--- src/rtl/stack_pkg.sv ---
// rtl/stack_pkg.sv - command encoding and reset constants for the parametrised LIFO stack
package stack_pkg;

   typedef enum logic [1:0] {
      CMD_NOP  = 2'b00,
      CMD_PUSH = 2'b01,
      CMD_POP  = 2'b10,
      CMD_GET  = 2'b11
   } stack_cmd_e;

   localparam int unsigned RST_PTR   = 0;
   localparam int unsigned RST_COUNT = 0;
   localparam logic        RST_VALID = 1'b0;
   localparam logic        RST_ERROR = 1'b0;

endpackage

--- src/rtl/stack_ptr_wrap.sv ---
// rtl/stack_ptr_wrap.sv - modulo-DEPTH increment, decrement and subtract for stack pointers
module stack_ptr_wrap #(
   parameter int DEPTH = 8,
   parameter int AW    = $clog2(DEPTH)
) (
   input  logic [AW-1:0] ptr,
   input  logic [AW-1:0] offset,
   output logic [AW-1:0] ptr_inc,
   output logic [AW-1:0] ptr_dec,
   output logic [AW-1:0] ptr_sub
);

   localparam logic [AW-1:0] LAST      = AW'(DEPTH - 1);
   localparam logic [AW:0]   DEPTH_EXT = (AW + 1)'(DEPTH);

   logic [AW:0] ptr_ext;
   logic [AW:0] off_ext;

   assign ptr_ext = {1'b0, ptr};
   assign off_ext = {1'b0, offset};

   // Explicit wrap instead of bit truncation so non-power-of-2 depths work.
   assign ptr_inc = (ptr == LAST) ? '0 : ptr + AW'(1);
   assign ptr_dec = (ptr == '0) ? LAST : ptr - AW'(1);
   assign ptr_sub = (ptr >= offset) ? ptr - offset : AW'(ptr_ext + DEPTH_EXT - off_ext);

endmodule

--- src/rtl/stack_behaviour_param.sv ---
// rtl/stack_behaviour_param.sv - LIFO stack with push/pop/get; STACK_STICKY_ERR_EN makes ERROR sticky
module stack_behaviour_param
   import stack_pkg::*;
#(
   parameter int WIDTH     = 4,
   parameter int DEPTH     = 8,
   parameter int OVERWRITE = 0
) (
   input  logic                       CLK,
   input  logic                       RESET_N,
   input  logic [1:0]                 COMMAND,
   input  logic [$clog2(DEPTH)-1:0]   INDEX,
   input  logic [WIDTH-1:0]           I_DATA,
   output logic [WIDTH-1:0]           O_DATA,
   output logic                       O_VALID,
   output logic                       FULL,
   output logic                       EMPTY,
   output logic [$clog2(DEPTH+1)-1:0] COUNT,
   output logic                       ERROR
);

   localparam int AW = $clog2(DEPTH);
   localparam int CW = $clog2(DEPTH + 1);
   localparam logic [CW-1:0] DEPTH_C = CW'(DEPTH);

   stack_cmd_e cmd;

   logic [WIDTH-1:0] mem_q [DEPTH];
   logic             mem_we;

   logic [AW-1:0]    tp_q, tp_d;
   logic [CW-1:0]    count_q, count_d;
   logic [WIDTH-1:0] o_data_q, o_data_d;
   logic             o_valid_q, o_valid_d;
   logic             error_q, error_d;
   logic             err_op;

   logic [AW-1:0]    tp_inc, tp_dec, get_addr;
   logic             full, empty;
   logic [CW-1:0]    index_ext;

   assign cmd       = stack_cmd_e'(COMMAND);
   assign full      = (count_q == DEPTH_C);
   assign empty     = (count_q == '0);
   assign index_ext = CW'(INDEX);

   stack_ptr_wrap #(
      .DEPTH (DEPTH),
      .AW    (AW)
   ) u_ptr_wrap (
      .ptr     (tp_q),
      .offset  (INDEX),
      .ptr_inc (tp_inc),
      .ptr_dec (tp_dec),
      .ptr_sub (get_addr)
   );

   always_comb begin
      tp_d      = tp_q;
      count_d   = count_q;
      o_data_d  = o_data_q;
      o_valid_d = 1'b0;
      mem_we    = 1'b0;
      err_op    = 1'b0;
      case (cmd)
         CMD_PUSH: begin
            if (!full || (OVERWRITE != 0)) begin
               tp_d   = tp_inc;
               mem_we = 1'b1;
               if (!full) count_d = count_q + CW'(1);
            end else begin
               err_op = 1'b1;
            end
         end
         CMD_POP: begin
            if (!empty) begin
               o_data_d  = mem_q[tp_q];
               o_valid_d = 1'b1;
               tp_d      = tp_dec;
               count_d   = count_q - CW'(1);
            end else begin
               err_op = 1'b1;
            end
         end
         CMD_GET: begin
            if (index_ext < count_q) begin
               o_data_d  = mem_q[get_addr];
               o_valid_d = 1'b1;
            end else begin
               err_op = 1'b1;
            end
         end
         default: ;
      endcase
`ifdef STACK_STICKY_ERR_EN
      error_d = error_q | err_op;
`else
      error_d = err_op;
`endif
   end

   always_ff @(posedge CLK) begin
      if (!RESET_N) begin
         tp_q      <= AW'(RST_PTR);
         count_q   <= CW'(RST_COUNT);
         o_data_q  <= '0;
         o_valid_q <= RST_VALID;
         error_q   <= RST_ERROR;
      end else begin
         tp_q      <= tp_d;
         count_q   <= count_d;
         o_data_q  <= o_data_d;
         o_valid_q <= o_valid_d;
         error_q   <= error_d;
      end
   end

   // Storage has no reset; count gating keeps stale entries unreadable.
   always_ff @(posedge CLK) begin
      if (RESET_N && mem_we) mem_q[tp_d] <= I_DATA;
   end

   assign O_DATA  = o_data_q;
   assign O_VALID = o_valid_q;
   assign FULL    = full;
   assign EMPTY   = empty;
   assign COUNT   = count_q;
   assign ERROR   = error_q;

endmodule

--- config.mk ---
export PLATFORM = sky130hd
export DESIGN_NAME = stack_behaviour_param
export DESIGN_NICKNAME = d
export VERILOG_FILES = /design/src/rtl/stack_pkg.sv /design/src/rtl/stack_ptr_wrap.sv /design/src/rtl/stack_behaviour_param.sv
export SDC_FILE = /design/constraint.sdc
export NUM_CORES = 1
export LEC_CHECK = 0
export CELL_PAD_IN_SITES_DETAIL_PLACEMENT = 1
export CELL_PAD_IN_SITES_GLOBAL_PLACEMENT = 1
export CORE_MARGIN = 10
export CORE_UTILIZATION = 48
export DETAILED_ROUTE_END_ITERATION = 6
export PLACE_DENSITY = 0.92
export SLEW_MARGIN = 30
export SYNTH_ARGS = -nofsm -noshare
export SYNTH_HDL_FRONTEND = slang
export SYNTH_SLANG_ARGS = --single-unit
--- constraint.sdc ---
create_clock -name CLK -period 6.79 [get_ports CLK]
set_clock_uncertainty 0.2 [all_clocks]
set_input_delay 1.358 -clock CLK [delete_from_list [all_inputs] [get_ports CLK]]
set_output_delay 1.358 -clock CLK [all_outputs]
set_load 0.1 [all_outputs]
# Yosys cells after proc, flatten, opt, wreduce, memory -nomap -nowiden
# Memories as Yosys holds them, arrays and structs flattened. A register that Yosys moved wholly into a read port is not among the register bits.
# Cells that the tools add are included.
[totals] regBits=13 ramBits=32 input_bits=11 output_inout_bits=12 wordCells=54 mem_count=1
[classes] addsub=7 n_lt_le_gt_ge=2 eq_ne=8 mux=24 reduce_logical=7
[mem_list] memory="mem_q" words=8 word_bits=4 read_ports=2 rd_clocked_by_memory_dff=1 wr=1 line="stack_behaviour_param.sv:28" text="logic [WIDTH-1:0] mem_q [DEPTH];"
[op_table] cell="$mux W3" n=6
[op_table] cell="$mux W4" n=4
[op_table] cell="$pmux W4 S2" n=2
[op_table] cell="$mux W1" n=9
[op_table] cell="$add A3 B1 Y3 const B" n=2
[op_table] cell="$ne A2 B2 Y1 const B" n=3
[op_table] cell="$pmux W3 S2" n=1
[op_table] cell="$reduce_and A3 Y1" n=2
[op_table] cell="$sub A3 B3 Y3" n=2
[op_table] cell="$add A4 B1 Y4 const B" n=1
[op_table] cell="$eq A2 B2 Y1 const B" n=2
[op_table] cell="$eq A4 B4 Y1 const B" n=1
[op_table] cell="$logic_not A4 Y1" n=1
[op_table] cell="$lt A3 B4 Y1" n=1
[op_table] cell="$reduce_bool A2 Y1" n=2
[op_table] cell="$sub A4 B1 Y4 const B" n=1
[op_table] cell="$eq A3 B3 Y1 const B" n=1
[op_table] cell="$ge A3 B3 Y1" n=1
[op_table] cell="$logic_not A3 Y1" n=1
[op_table] cell="$pmux W1 S3" n=1
[op_table] cell="$sub A3 B1 Y3 const B" n=1
[op_table] cell="$eq A2 B1 Y1 const B" n=1
[op_table] cell="$pmux W1 S2" n=1
[op_table] cell="$logic_and A1 B1 Y1" n=1

# Depth between registers and ports, before layout
# Gate-level depths: netlist of the first run.
[depth] depth_word=6 mapped_depth=10 mapped_depth_nobuf=9

# By module
# From an unflattened synthesis of the first run, not the netlist that was laid out.
[hier_totals] hier_cells=189 area_unflattened_um2=2543.7
[modules_own_cells] module="stack_behaviour_param" n_inst=1 cells_each=172 area_each_um2=2392.3 seq_area_each_um2=1221.2
[modules_own_cells] module="stack_ptr_wrap" n_inst=1 cells_each=17 area_each_um2=151.4 seq_area_each_um2=0.0

# Worst setup path before layout of the first run
# No wires, ideal clock.
[synth_path] kind="reg2reg" from="register count_q[3] (netlist: COUNT[3])" to="memory mem_q[0][0] (enable)" setup_ns=0.361 arrival_ns=3.508 setup_slack_ns=2.721 stages_incl_launch_ff=6 n_path_buf=0 path_cell_list="dfxtp_1 nor4b_4 nor2b_1 and3_1 or3_4 nor3_1"
[synth_between] elab_chain_cells=6
[synth_lines] element="from (decl)" line="stack_behaviour_param.sv:32" text="logic [CW-1:0] count_q, count_d;"
[synth_lines] element="from (signal assigned)" line="stack_behaviour_param.sv:105" text="count_q <= CW'(RST_COUNT);"
[synth_lines] element="from (signal assigned)" line="stack_behaviour_param.sv:111" text="count_q <= count_d;"
[synth_lines] element="$eq A4 B4 Y1 *" line="stack_behaviour_param.sv:43" text="assign full = (count_q == DEPTH_C);"
[synth_lines] element="via FULL" line="stack_behaviour_param.sv:16" text="output logic FULL,"
[synth_lines] element="$mux W1" line="stack_behaviour_param.sv:67" text="if (!full || (OVERWRITE != 0)) begin"
[synth_lines] element="$mux W1" line="stack_behaviour_param.sv:65" text="case (cmd)"
[synth_lines] element="$logic_and A1 B1 Y1" line="stack_behaviour_param.sv:120" text="if (RESET_N && mem_we) mem_q[tp_d] <= I_DATA;"
[synth_lines] element="$mux W1" line="stack_behaviour_param.sv:120"
[synth_lines] element="$mux W1 (implied by the code)" line="stack_behaviour_param.sv:120"
[synth_lines] element="to (decl)" line="stack_behaviour_param.sv:28"
# Mark *: on every way through the listed nets, which the timed path passes. The rest lies on a longest branch.

# Worst setup path after layout of the first run
[layout_path] from="input COMMAND[0]" to="memory mem_q[1][0] (enable)"
[layout_between] elab_chain_cells=5
[layout_lines] element="from (decl)" line="stack_behaviour_param.sv:11" text="input logic [1:0] COMMAND,"
[layout_lines] element="$eq A2 B1 Y1" line="stack_behaviour_param.sv:65"
[layout_lines] element="$mux W1" line="stack_behaviour_param.sv:65"
[layout_lines] element="$logic_and A1 B1 Y1" line="stack_behaviour_param.sv:120"
[layout_lines] element="$mux W1" line="stack_behaviour_param.sv:120"
[layout_lines] element="$mux W1 (implied by the code)" line="stack_behaviour_param.sv:120"
# Parallel ways exist; a longest one is shown, timed or not.

==> summary.md, run 1 <==
| Metric | Value |
|---|---|
| Critical Path, Cell by Cell | `clkdlybuf4s50_1 -> inv_1 -> ha_1 -> mux2i_1 -> o41ai_1 -> o21ai_0 -> o21a_1 -> nor3_1` |
| Post-CTS Setup Inserts | `0` |
| Dominant cell type by area after synthesis | `edfxtp_1` |
| Pre-CTS setup slack | `2.41 ns` |
| Total track usage | `15.1%` |
| Initial antenna violation count | `0` |
| Dpl cells | `274` |
| Worst Tran Pin Value | `0.975 ns` |
| Most frequent cells in the layout | `32 x edfxtp_1, 22 x clkdlybuf4s50_1, 16 x nand2_1, 16 x mux4_2` |
| Synthesis warning total | `0` |
| TritonCTS buffer count | `5` |
| Max_cap viols | `0` |
| CTS tree | `done` |
| Largest net degree at the start of global routing | `18` |
| Clock slew at reported path FFs | `0.09 ns` |
| Syn Std Cell Area | `roughly 2500 sq um` |
| Area Overhead vs Synth | `15.4%` |
| Worst EP required | `6.54 ns` |
| Antenna viol nets, final | `0` |
| Gpl congestion | `0.774` |
| Netlist cell types | `41` |
| Hold crit path type | `flip-flop to flip-flop` |
| Starting DRT DRC Count | `91` |
| RSZ-0062 raised after global routing | `false` |
| Share of the synthesized area in the top cell type | `38.6%` |
| CTS root buffer | `clkbuf_8` |
| DIE AREA | `8460 sq um` |
| Final Instance Area | `2870 sq um` |
| Resized cells post-CTS | `0` |
| Row cnt | `26` |
| Wire per inst | `22.0 um` |
| Max-slew violations | `0` |
| Setup_tns | `0 ns` |
| Min Tclk post-route | `4.06 ns` |
| Period utilization | `59.7%` |
| CTS max path bufs | `2` |
| Slew margin rel. | `34.8%` |
| Peak supply drop | `138 uV` |
| Main synth FF type | `edfxtp_1` |
| Count of final setup violators | `0` |
| Layout net count | `237` |
| Die H | `92.0 um` |
| Grt ovf | `0` |
| Mapped Cells | `187` |
| Hpwl dp | `between 4 and 5 mm` |
| Total Power | `0.733 mW` |
| Post-Syn Area per Cell | `between 10 and 15 sq um` |
| Initial Util | `49.0%` |
| DRT Pass-1 Iters | `4` |
| H-Tree Depth | `2` |
| Synthesized flop and latch total | `between 40 and 50` |
| Setup WS post-layout | `2.73 ns` |
| Largest stage delay on the critical path | `0.58 ns` |
| Global-route wire length before repair | `9.96 mm` |
| Mapped Nets | `about 210` |
| WP buf/inv | `2` |
| Share of cells above drive strength 1 | `13.7%` |
| Final std cells w/o fill | `282` |
| # IOs | `23` |
| Sequential fraction of the synthesis area | `49.1%` |
| Leading post-synthesis cells by cell area | `edfxtp_1 39%, mux4_2 14%, dfxtp_1 10%, ha_1 6.5%, mux2i_1 2.8%` |
| Remaining DRCs | `0` |
| FMAX | `247 MHz` |
| DP Area | `2780 sq um` |
| CP Launch Type | `input port` |
| Setup CP Type | `input port to flip-flop` |
| WL final | `6.21 mm` |
| Status | `complete, no violations` |
| Hold slack | `roughly 0.28 ns` |
| Pwr dens | `255 nW/um^2` |
| Static leakage | `1.01 nW` |
| Util after Layout | `56.6%` |
| CP max stage cell | `nor3_1` |
| Worst Setup End Kind | `flip-flop` |
| Core Region | `5070 sq um` |
| Critical Path AT | `between 3 and 4 ns` |
| CP Max Fanout | `8` |
| Via density per instance | `5.90` |
| Post-CTS Hold Buffers | `0` |
| CTS Sinks | `45` |
| CP top delay family | `compound AO/OA/AOI/OAI gates` |
| Die W | `92.0 um` |
| Final Hold Viols | `0` |
| Number of synthesized flops with an enable pin | `32` |
| Number of I/O port buffers | `22` |
| Vias | `1,664` |
| ANT cells | `0` |
| Vias in the first global route | `1,798` |
| Asr flop ratio synth | `0%` |
| Most common cell after layout, fill and taps aside | `edfxtp_1` |
| Worst skew pair latency | `about 0.30 ns` |
state kept, by name, indices dropped and copies added (netlist names):
register	count
tp_q	3
mem_q	32
COUNT	4
O_VALID	1
ERROR	1
O_DATA	4
report_power, final:
group	leakage [nW]	internal (mW)	switching [mW]
Sequential	0.395	0.305	0.0217
Clock	0.0511	0.0777	0.102
Combinational	0.567	0.0835	0.143
worst register-to-register path: cells and delay by family (launching register included):
kind | cells | cell delay (ns)
buffers and inverters | 1 | 0.19
and+or+nand+nor | 3 | 1.07
DFF | 1 | 0.80
AOI/OAI and AO/OA | 2 | 0.47
adders and majority gates | 1 | 0.26
path summary, 6_finish.rpt:
path | startpoint | to | slack (ns) | cells past startpoint
min reg2reg | O_DATA[2] | O_DATA[2] | 0.28 | 2
min | O_DATA[2] | O_DATA[2] | 0.28 | 2
max reg2reg | tp_q[1] | mem_q[1][0] | 3.43 | 7
max | COMMAND[0] | mem_q[1][0] | 2.73 | 8
kinds of logic after synthesis:
| group | share of synthesized area, % |
|---|---|
| AO/OA/AOI/OAI | 8.30 |
| XOR/XNOR | 1.76 |
| adder cells (fa/ha/maj) | 8.15 |
| buffers and inverters | 2.66 |
| flip-flops | 49.1 |
| multiplexers | 17.3 |
| AND/OR/NAND/NOR | 12.8 |
cell type report:
cell class,instances,area (sq um)
inverters,12,45.0
well taps,70,87.6
fillers,523,2200
flip-flops and latches,45,1220
multi-input cells,125,1200
clock inverters,3,28.8
clock buffers,5,68.8
repair buffers,22,220
cells in the mapped netlist, drive strengths merged, types with 2 or more instances:
cell / instances
edfxtp: 32
mux4: 16
nand2: 16
dfxtp: 13
ha: 13
inv: 12
nor3: 10
and2: 9
mux2i: 7
nand2b: 5
o21ai: 5
a21oi: 4
buf: 4
nor2b: 4
o22ai: 4
o32ai: 4
xnor2: 4
fa: 2
nor2: 2
o21a: 2
o41ai: 2
or2: 2
layer usage:
layer / global-route usage (%) / up-vias / part of all wire, %
li1: - / 764 / -
met1: 18.9 / 838 / 43
met2: 25.1 / 54 / 50
met3: 3.02 / 8 / 5.5
met4: 5.78 / 0 / 1.7
met5: 0 / - / 0
(Power assumes the default switching activity.)
==> run 2, diff against run 1 <==
CORE_UTILIZATION = 42   (was 48)
PLACE_DENSITY = 0.86   (was 0.92)
clock period = 3.3 ns   (was 6.79 ns; I/O delays follow)
==> summary.md, run 2 (same netlist as run 1, synthesis figures left out) <==
| Metric | Value |
|---|---|
| Gate power share | `31.8%` |
| RSZ-0062 raised after global routing | `false` |
| # IOs | `23` |
| Worst Setup End Kind | `flip-flop` |
| Number of I/O port buffers | `22` |
| ANT cells | `0` |
| Peak supply drop | `302 uV` |
| WP buf/inv | `3` |
| Grt ovf | `0` |
| Int Pwr | `0.964 mW` |
| CTS Sinks | `45` |
| DIE AREA | `around 9400 sq um` |
| CTS root buffer | `clkbuf_8` |
| Worst skew pair latency | `between 0.3 and 0.4 ns` |
| Vias | `1,739` |
| Max_cap viols | `0` |
| CTS max path bufs | `2` |
| Global-route wire length before repair | `10.6 mm` |
| CP Launch Type | `input port` |
| Count of final setup violators | `0` |
| Total track usage | `14.1%` |
| Hpwl dp | `5.14 mm` |
| Static leakage | `between 1 and 1.5 nW` |
| Initial Util | `44.1%` |
| Antenna viol nets, final | `0` |
| Hold crit path type | `flip-flop to flip-flop` |
| Final Instance Area | `approximately 3000 sq um` |
| Critical Path, Cell by Cell | `clkdlybuf4s50_1 -> inv_1 -> ha_1 -> buf_4 -> nor2b_1 -> and3_1 -> or3_4 -> nor3_2` |
| Clk pwr share | `between 20% and 30%` |
| Vias in the first global route | `1,966` |
| Total Power | `1.54 mW` |
| Max-slew violations | `0` |
| Worst EP required | `between 3 and 4 ns` |
| H-Tree Depth | `2` |
| Final Hold Viols | `0` |
| Core Region | `around 5600 sq um` |
| Via density per instance | `5.88` |
| Initial antenna violation count | `0` |
| Status | `complete, no violations` |
| CP top delay family | `simple AND/OR/NAND/NOR gates` |
| Row cnt | `27` |
| Largest net degree at the start of global routing | `18` |
| Wire per inst | `22.0 um` |
| Pre-CTS setup slack | `-0.127 ns` |
| Share of power burned in registers | `around 43%` |
| Gpl congestion | `0.834` |
| Remaining DRCs | `0` |
| Die W | `a little under 100 um` |
| Max reg flops | `32` |
| Pwr dens | `~500 nW/um^2` |
| Switch share | `37.3%` |
| Worst Tran Pin Value | `0.714 ns` |
| Most frequent cells in the layout | `32 x edfxtp_1, 24 x buf_4, 16 x nand2_1, 16 x mux4_2, 13 x ha_1` |
| Largest stage delay on the critical path | `0.53 ns` |
| Most common cell after layout, fill and taps aside | `edfxtp_1` |
| DRT Pass-1 Iters | `4` |
| Most flops, register | `mem_q` |
| Slew margin rel. | `51.9%` |
| CP Max Fanout | `5` |
| Layout net count | `249` |
| Setup CP Type | `input port to flip-flop` |
| WL final | `~6.5 mm` |
| CP max stage cell | `clkdlybuf4s50_1` |
| CTS tree | `done` |
| Period utilization | `92.8%` |
| Clock slew at reported path FFs | `approximately 0.10 ns` |
| Die H | `97.0 um` |
| NetSw | `0.575 mW` |
| TritonCTS buffer count | `5` |
| Area Overhead vs Synth | `20.1%` |
| Critical Path AT | `~2.9 ns` |
| DP Area | `2880 sq um` |
| Setup WS post-layout | `0.237 ns` |
| FMAX | `327 MHz` |
| Min Tclk post-route | `3.06 ns` |
| Share of cells above drive strength 1 | `between 20 and 30%` |
| Starting DRT DRC Count | `100` |
-- run 2: metrics by stage --
| stage | hold slack (ns) | TNS, ns | utilization [%] | instances |
|---|---|---|---|---|
| final | 0.295 | 0 | 53.0 | 296 |
| after global routing | 0.310 | 0 | 53.0 | 296 |
| after CTS | 0.297 | 0 | 52.8 | 296 |
| after detailed placement | 0.276 | -3.22 | 51.1 | 288 |
| after global placement | 0.273 | 0 | 51.1 | 288 |
| after floorplan | 0.437 | -1.20 | - | 187 |
-- run 2: tightest hold or removal path, stage by stage (launching register included) --
cell     delay, ns
dfxtp_1       0.32
nand2_1       0.06
o32ai_1       0.07
-- run 2: repair_timing --
item	4_1_cts	5_1_grt
setup endpoints to repair	0	17
resized for setup	0	1
hold buffers	0	0
endpoints found under the hold margin	0	0
buffers inserted	0	0
-- run 2: path summary, 6_finish.rpt --
| check | end | from | slack (ns) | cells after the start |
|---|---|---|---|---|
| max | mem_q[1][2] | COMMAND[1] | 0.24 | 8 |
| min | O_DATA[2] | O_DATA[2] | 0.29 | 2 |
| max reg2reg | mem_q[4][1] | COUNT[1] | 0.60 | 6 |
| min reg2reg | O_DATA[2] | O_DATA[2] | 0.29 | 2 |
-- run 2: layout make-up --
cell class	count	area, sq um
inverters	12	45.0
repair buffers	34	280
well taps	72	90.1
multi-input cells	125	1240
flip-flops and latches	45	1230
fillers	578	2650
clock inverters	3	28.8
clock buffers	5	68.8
-- run 2: metal layers --
layer | part of all wire, % | vias up | track usage, %
met5 | 0 | - | 0
met4 | 3.5 | 0 | 7.55
met3 | 4.8 | 20 | 3.62
met2 | 50 | 56 | 23.3
met1 | 42 | 879 | 16.5
li1 | - | 784 | -
-- run 2: power by group through the flow --
stage | Sequential [mW] | Combinational [mW] | Clock (mW)
CTS | 0.662 | 0.492 | 0.399
floorplan | 0.775 | 0.260 | 0
detailed placement | 0.675 | 0.488 | 0
global route | 0.669 | 0.520 | 0.424
global placement | 0.673 | 0.472 | 0
finish | 0.663 | 0.489 | 0.387
==> run 3, diff against run 2 <==
RECOVER_POWER = 25   (was unset)
==> summary.md, run 3 (same netlist as run 1, synthesis figures left out) <==
| Metric | Value |
|---|---|
| Worst EP required | `around 3.1 ns` |
| Initial Util | `between 40 and 50%` |
| DRT Pass-1 Iters | `4` |
| Via density per instance | `slightly below 6` |
| Worst Tran Pin Value | `around 0.7 ns` |
| Hold slack | `0.295 ns` |
| Hold crit path type | `flip-flop to flip-flop` |
| # IOs | `23` |
| Most frequent cells in the layout | `32 x edfxtp_1, 24 x buf_4, 16 x nand2_1, 16 x mux4_2, 13 x ha_1` |
| Critical Path AT | `roughly 2.9 ns` |
| Largest net degree at the start of global routing | `18` |
| H-Tree Depth | `2` |
| WL met1 | `2.70 mm` |
| Gpl congestion | `0.834` |
| FILL cells | `just under 600` |
| Initial antenna violation count | `0` |
| Vias in the first global route | `slightly below 2,000` |
| CP Launch Type | `input port` |
| Pwr dens | `514 nW/um^2` |
| CP Max Fanout | `5` |
| Static leakage | `1.11 nW` |
| Share of cells above drive strength 1 | `27.7%` |
| Final Instance Area | `2990 sq um` |
| Slew margin rel. | `51.9%` |
| CTS max path bufs | `2` |
| Die W | `97.0 um` |
| Most common cell after layout, fill and taps aside | `edfxtp_1` |
| DR top layer | `met4` |
| Max-slew violations | `0` |
| Worst skew pair latency | `roughly 0.31 ns` |
| Status | `complete, no violations` |
| Core Region | `approximately 5600 sq um` |
| Util after Layout | `53.0%` |
| WL final | `between 6 and 7 mm` |
| Starting DRT DRC Count | `100` |
| TritonCTS buffer count | `5` |
| Die H | `97.0 um` |
| Grt ovf | `0` |
| Count of final setup violators | `0` |
| Total track usage | `around 14%` |
| Hpwl dp | `slightly above 5 mm` |
| DP Area | `just under 3000 sq um` |
| Min Tclk post-route | `3.06 ns` |
| Number of I/O port buffers | `22` |
| Total Power | `around 1.5 mW` |
| ANT cells | `0` |
| CTS tree | `done` |
| Period utilization | `about 93%` |
| CTS Sinks | `45` |
| RSZ-0062 raised after global routing | `false` |
| CTS root buffer | `clkbuf_8` |
| Clock slew at reported path FFs | `approximately 0.10 ns` |
| DR WL met2 | `~3.2 mm` |
| Most flops, register | `mem_q` |
| Peak supply drop | `302 uV` |
| Layout net count | `249` |
| Setup WS post-layout | `0.237 ns` |
| Area Overhead vs Synth | `20.1%` |
| Pre-CTS setup slack | `-0.127 ns` |
| Setup CP Type | `input port to flip-flop` |
| Max_cap viols | `0` |
| Wire per inst | `roughly 22 um` |
| FMAX | `between 300 and 400 MHz` |
| Vias | `1,745` |
| Row cnt | `27` |
| Antenna viol nets, final | `0` |
| DIE AREA | `between 9000 and 10,000 sq um` |
| Remaining DRCs | `0` |
| Worst Setup End Kind | `flip-flop` |
| Post-CTS Hold Buffers | `0` |
| Final Hold Viols | `0` |
| Max reg flops | `32` |
| Global-route wire length before repair | `about 11 mm` |
| Met3 WL | `334 um` |
run 3: cell count changes in the layout (fill, tap and decap cells not counted), sizes merged:
| cell | before | now |
|---|---|---|
| clkdlybuf4s50 | 10 | 6 |
| dlygate4sd3 | 0 | 4 |
run 3: what timing repair did:
item,4_1_cts,5_1_grt
setup buffers,0,0
setup endpoints to repair,0,17
gates resized for setup,0,1
run 3: worst max-delay path, cell delays in order:
cell             delay, ns
clkdlybuf4s50_1       0.53
inv_1                 0.10
ha_1                  0.24
buf_4                 0.16
nor2b_1               0.15
and3_1                0.24
or3_4                 0.40
nor3_2                0.36
run 3: cell type report:
cell class                      count  area (sq um)  share of cell area (%)
Multi-Input combinational cell    125          1240                    41.5
Clock buffer                        5          68.8                    2.30
Timing Repair Buffer               34           280                    9.38
Clock inverter                      3          28.8                   0.963
Sequential cell                    45          1230                    41.3
Inverter                           12          45.0                    1.51
Tap cell                           72          90.1                    3.02
run 3: path summary, 6_finish.rpt:
kind	cells after the start	slack (ns)	to	from
worst max register to register	6	0.60	mem_q[4][2]	COUNT[1]
worst max-delay path	8	0.24	mem_q[1][2]	COMMAND[1]
worst min register to register	2	0.29	O_DATA[2]	O_DATA[2]
worst min-delay path	2	0.29	O_DATA[2]	O_DATA[2]
run 3: through the flow:
| stage | cells | TNS [ns] |
|---|---|---|
| 2_1_floorplan | 187 | -1.20 |
| 3_3_place_gp | 288 | 0 |
| 3_5_place_dp | 288 | -3.22 |
| 4_1_cts | 296 | 0 |
| 5_1_grt | 296 | 0 |
| 6_report | 296 | 0 |
run 3: routing by layer:
metal | GRT usage [%] | vias up
li1 | - | 784
met1 | 16.5 | 876
met2 | 23.3 | 65
met3 | 3.62 | 20
met4 | 7.55 | 0
met5 | 0 | -
run 3: where the power goes:
part / switching, mW / leakage (nW) / internal [mW]
Combinational: 0.314 / 0.661 / 0.174
Clock: 0.225 / 0.0511 / 0.160
Sequential: 0.0342 / 0.397 / 0.629
